**src/rtl/timer_counter_module.sv**
```systemverilog
// timer_counter_module: memory-mapped countdown timer with interrupt.
// Registers by Addr[3:2]: 00 CTRL {IM, Mode[1:0], Enable}, 01 PRESET,
// 10 COUNT (read-only), 11 reserved (reads 0).
// Build option TIMER_AUTORELOAD_EN: when defined, Mode[0]=1 selects
// auto-reload with a one-cycle IRQ pulse. When undefined, the mode bits are
// not stored, read as 0, and every expiry behaves as one-shot.
//
// state  | meaning
// IDLE   | waiting for Enable
// LOAD   | COUNT <- PRESET
// CNT    | counting down; Enable=0 returns to IDLE with COUNT held
// INT    | expiry: raise irq_pending, one-shot clears Enable
module timer_counter_module (
  input  logic        clk,
  input  logic        reset,
  input  logic [31:0] Addr,
  input  logic        WE,
  input  logic [31:0] Din,
  output logic [31:0] Dout,
  output logic        IRQ
);

  typedef enum logic [1:0] {
    S_IDLE = 2'd0,
    S_LOAD = 2'd1,
    S_CNT  = 2'd2,
    S_INT  = 2'd3
  } state_t;

  state_t      r_state;
  state_t      w_state_nxt;
  logic        r_enable;
  logic        r_im;
  logic        r_pending;
  logic [31:0] r_preset;
  logic [31:0] r_count;

  logic        w_wr_ctrl;
  logic        w_wr_preset;
  logic        w_load;
  logic        w_dec;
  logic        w_expire;
  logic        w_int;
  logic        w_auto;
  logic [1:0]  w_mode_rd;
  logic        w_unused_addr;

  assign w_wr_ctrl     = WE & (Addr[3:2] == 2'b00);
  assign w_wr_preset   = WE & (Addr[3:2] == 2'b01);
  assign w_unused_addr = ^{Addr[31:4], Addr[1:0]};

`ifdef TIMER_AUTORELOAD_EN
  logic [1:0] r_mode;

  // Mode bits are stored only when auto-reload is built in
  always_ff @(posedge clk) begin
    if (reset)
      r_mode <= 2'b00;
    else if (w_wr_ctrl)
      r_mode <= Din[2:1];
  end

  assign w_auto    = r_mode[0];
  assign w_mode_rd = r_mode;
`else
  assign w_auto    = 1'b0;
  assign w_mode_rd = 2'b00;
`endif

  // State register
  always_ff @(posedge clk) begin
    if (reset)
      r_state <= S_IDLE;
    else
      r_state <= w_state_nxt;
  end

  // Next-state decode
  always_comb begin
    w_state_nxt = r_state;
    case (r_state)
      S_IDLE:  if (r_enable) w_state_nxt = S_LOAD;
      S_LOAD:  w_state_nxt = S_CNT;
      S_CNT: begin
        if (!r_enable)
          w_state_nxt = S_IDLE;
        else if (r_count <= 32'd1)
          w_state_nxt = S_INT;
      end
      S_INT:   w_state_nxt = S_IDLE;
      default: w_state_nxt = S_IDLE;
    endcase
  end

  // Per-state datapath strobes
  always_comb begin
    w_load   = 1'b0;
    w_dec    = 1'b0;
    w_expire = 1'b0;
    w_int    = 1'b0;
    case (r_state)
      S_LOAD: w_load = 1'b1;
      S_CNT: begin
        if (r_enable) begin
          if (r_count > 32'd1)
            w_dec = 1'b1;
          else
            w_expire = 1'b1;
        end
      end
      S_INT:   w_int = 1'b1;
      default: ;
    endcase
  end

  // CTRL Enable/IM; a CPU write on the expiry edge overrides the auto-clear
  always_ff @(posedge clk) begin
    if (reset) begin
      r_enable <= 1'b0;
      r_im     <= 1'b0;
    end else if (w_wr_ctrl) begin
      r_enable <= Din[0];
      r_im     <= Din[3];
    end else if (w_int && !w_auto) begin
      r_enable <= 1'b0;
    end
  end

  // PRESET register; only sampled into COUNT at LOAD
  always_ff @(posedge clk) begin
    if (reset)
      r_preset <= 32'd0;
    else if (w_wr_preset)
      r_preset <= Din;
  end

  // COUNT saturates at 0, so PRESET=0 expires like PRESET=1
  always_ff @(posedge clk) begin
    if (reset)
      r_count <= 32'd0;
    else if (w_load)
      r_count <= r_preset;
    else if (w_dec)
      r_count <= r_count - 32'd1;
    else if (w_expire)
      r_count <= 32'd0;
  end

  // Pending flag: set on expiry, cleared by CTRL/PRESET write, self-clears in auto-reload
  always_ff @(posedge clk) begin
    if (reset)
      r_pending <= 1'b0;
    else if (w_int)
      r_pending <= 1'b1;
    else if (w_wr_ctrl || w_wr_preset)
      r_pending <= 1'b0;
    else if (w_auto && r_pending)
      r_pending <= 1'b0;
  end

  assign IRQ = r_im & r_pending;

  // Zero-latency read mux
  always_comb begin
    Dout = 32'd0;
    case (Addr[3:2])
      2'b00:   Dout = {28'd0, r_im, w_mode_rd, r_enable};
      2'b01:   Dout = r_preset;
      2'b10:   Dout = r_count;
      default: Dout = 32'd0;
    endcase
  end

endmodule
```
**config.mk**
```make
export PLATFORM = sky130hd
export DESIGN_NAME = timer_counter_module
export DESIGN_NICKNAME = d
export VERILOG_FILES = /design/src/rtl/timer_counter_module.sv
export SDC_FILE = /design/constraint.sdc
export NUM_CORES = 1
export LEC_CHECK = 0
export BUFFER_PORTS_ARGS = -buffer_cell sky130_fd_sc_hd__buf_2
export CAP_MARGIN = 20
export CORE_UTILIZATION = 55
export CTS_BUF_LIST = sky130_fd_sc_hd__clkbuf_4
export DETAILED_ROUTE_END_ITERATION = 8
export GPL_ROUTABILITY_DRIVEN = 0
export PLACE_DENSITY = 0.79
export SETUP_SLACK_MARGIN = 0.1
export SKIP_CTS_REPAIR_TIMING = 1
export SLEW_MARGIN = 5
export SYNTH_ARGS = -nofsm -noshare
export SYNTH_HDL_FRONTEND = slang
export SYNTH_SLANG_ARGS = --single-unit
```
**constraint.sdc**
```tcl
create_clock -name clk -period 7.3 [get_ports clk]
set_clock_uncertainty 0.15 [all_clocks]
set_input_delay 1.46 -clock clk [delete_from_list [all_inputs] [get_ports clk]]
set_output_delay 1.46 -clock clk [all_outputs]
set_load 0.1 [all_outputs]
```
==> metrics.md <==
| Metric | Value |
|---|---|
| Post-synth EDFFs | 0 |
| Global-route usage over all layers | 0.299 |
| Worst slew margin | 0.405 |
| Startpoint types | primary input |
| Worst vdd ir | 0.000126 V |
| Cell count after placement | 591 |
| Htree depth | 3 |
| Total grt overflow | 0 |
| Clk sinks | 69 |
| Hold path depth | 2 |
| Reg2reg end | r_count[13] |
| Post-DP HPWL | 6.67 mm |
| Drt wl/cell | 16.5 microns |
| Net count reported at finish | 595 |
| Mapped Area | 3740 sq um |
| Num CTS Buffers | 9 |
| DP Area | 4080 sq um |
| Post-route minimum period | 4.44 ns |
| Core area | 6460 sq um |
| Failing checks | DRC |
| DR vias | 3795 |
| Maximum clock path buffer count | 2 |
| Fillers | 590 |
| Area of the multi-input gates | 2190 sq um |
| Horiz. Die Dim | 84.4 microns |
| Non-filler cells, final | 607 |
| Worst skew pair latency | 0.43 ns |
| FF-to-FF Start | r_count[8] |
| Reg2reg path depth | 5 |
| Average vias per placed instance | 6.25 |
| Kind of critical path | primary input to output port |
| Synthesis-stage register bit count | 69 |
| Cells after Synth | 474 |
| Final period util | 0.609 |
| CP Capture Type | output port |
| Number of routed nets with antenna violations | 0 |
| Worst slew pin tran | 0.893 ns |
| Finished layout cell area | 4210 sq um |
| RSZ-0062 raised after global routing | no |
| Die area | 7130 sq um |
| Die Span Y | 84.4 microns |
| Ys async rst share | 0 |
| Largest net degree at the start of global routing | 69 |
| FMAX | 225 MHz |
| Max Slew Vio Count | 0 |
| Final setup violation count | 0 |
| DRT iter0 DRCs | 419 |
| Max-Cap Viols | 0 |
| Top post-synthesis cells by area | dfxtp_1 37%, nand2_1 8.6%, a21oi_1 7.4% |
| Worst Hold Class | flip-flop to flip-flop |
| CP max FO | 30 |
| DR DRC count | 6 |
| Syn nets | 543 |
| Antenna violations before repair | 0 |
| Yosys top cell area share | 0.369 |
| Area added between synthesis and finish | 12.5% |
| Initial Util | 0.579 |
| Post-synth top area cell | dfxtp_1 |
| Pre-antenna DRT Iters | 8 |
| Most used DFF post-synth | dfxtp_1 |
| Post-synth cell types | 52 |
| Sequential fraction of the synthesis area | 0.369 |
| Number of global-route vias before repair | 3467 |
| Leakage | 1.79 nW |
| End of the critical path | Dout[20] |
| Routed WL | 10.0 mm |
| Register area | 1380 sq um |
| Worst EP arrival | 2.83 ns |
| Final hold viol count | 0 |
| Top Ports | 100 |
| Setup TNS | 0 ns |
| Global-route wire length before repair | 17.0 mm |
| Ys Warns | 0 |
| P per Cell Area | 162 nW/um^2 |
| FP Rows | 29 |
| Syn avg cell area | 7.89 sq um |
| Most common cell in the synthesized netlist | nand2_1 |
| Crit path launch | Addr[2] |
| Layout cells sized above 1 | 0.208 |
| Post-synth top cells | 86 x nand2_1, 69 x dfxtp_1, 55 x a21oi_1, 29 x a22o_1, 28 x clkbuf_1 |
| Required time of the critical path | 5.69 ns |
| CTS tree | built |
| Root buffer cell | clkbuf_4 |
| Buffers on Ports | 69 |
| Internal reg-to-reg setup slack | 4.28 ns |
| Clk slew on worst S/H paths | 0.10 ns |
| Status | finished with violations |
| N_diodes | 0 |
==> critical path: stages <==
cell and delay (ns):
buf_2 0.15, nor2b_2 0.20, buf_4 0.35, a22o_1 0.22, buf_2 0.43
==> sequential cells by signal (all words and copies together) (netlist names) <==
register,cells
r_count,32
r_enable,1
r_im,1
r_pending,1
r_preset,32
r_state,2
==> through the flow <==
stage / hold WS, ns / total power [mW] / utilization / worst slack, ns
floorplan: 0.299 / 0.451 / - / 2.02
global placement: 0.312 / 0.473 / 0.632 / 2.90
detailed placement: 0.319 / 0.475 / 0.632 / 2.88
CTS: 0.335 / 0.681 / 0.649 / 2.88
global route: 0.361 / 0.707 / 0.651 / 2.75
finish: 0.335 / 0.683 / 0.651 / 2.86
==> cell usage in the layout, fill, tap and decap left out, drive strengths merged, types with 4 or more instances in the layout <==
cell type	netlist	layout
a22o	30	30
dfxtp	69	69
nor2b	6	6
and2	4	4
nand3	13	13
nor4	17	17
nor2	21	21
a21oi	55	55
nor3	9	9
or3	5	5
o22ai	18	18
a22oi	7	7
buf	8	77
o211ai	10	10
and3	17	17
o31a	4	4
clkbuf	28	11
o21ai	4	4
inv	5	5
xnor2	14	14
or4	8	8
a31oi	7	7
nand2	87	87
==> metal layers <==
layer / global-route usage / routed length, microns
met3: 0.0482 / 883
met5: 0 / 0
met4: 0.0986 / 221
met1: 0.430 / 4530
met2: 0.458 / 4390
==> kinds of logic (layout without fill, tap and decap cells) <==
| group | after synthesis | count (layout) | share of synthesized area |
|---|---|---|---|
| multiplexers | 3 | 3 | 0.00803 |
| buffers and inverters | 41 | 97 | 0.0472 |
| adder cells (fa/ha/maj) | 2 | 2 | 0.00669 |
| AND/OR/NAND/NOR | 200 | 200 | 0.275 |
| AO/OA/AOI/OAI | 142 | 142 | 0.253 |
| flip-flops | 69 | 69 | 0.369 |
| XOR/XNOR | 17 | 17 | 0.0398 |
==> how the worst min path moves through the flow <==
stage	start	endpoint	slack (ns)
2_1_floorplan	r_preset[4]	r_preset[4]	0.30
3_3_place_gp	r_preset[8]	r_preset[8]	0.31
3_5_place_dp	r_preset[31]	r_preset[31]	0.32
4_1_cts	r_preset[31]	r_preset[31]	0.33
5_1_grt	r_preset[12]	r_preset[12]	0.36
6_report	r_preset[12]	r_preset[12]	0.34
==> where the power goes <==
part / total, mW / internal [mW] / switching [mW] / leakage [nW]
clock: 0.215 / 0.0753 / 0.140 / 0.0627
combinational: 0.0779 / 0.0245 / 0.0534 / 1.17
sequential: 0.390 / 0.383 / 0.00668 / 0.558
==> final cells by class <==
cell class / count / share of cell area
repair buffers: 77 / 0.0982
clock buffers: 11 / 0.0196
multi-input cells: 364 / 0.520
inverters: 5 / 0.00446
clock inverters: 4 / 0.00625
well taps: 77 / 0.0229
flip-flops and latches: 69 / 0.328
Note: power is estimated with default switching activity, not from simulation.
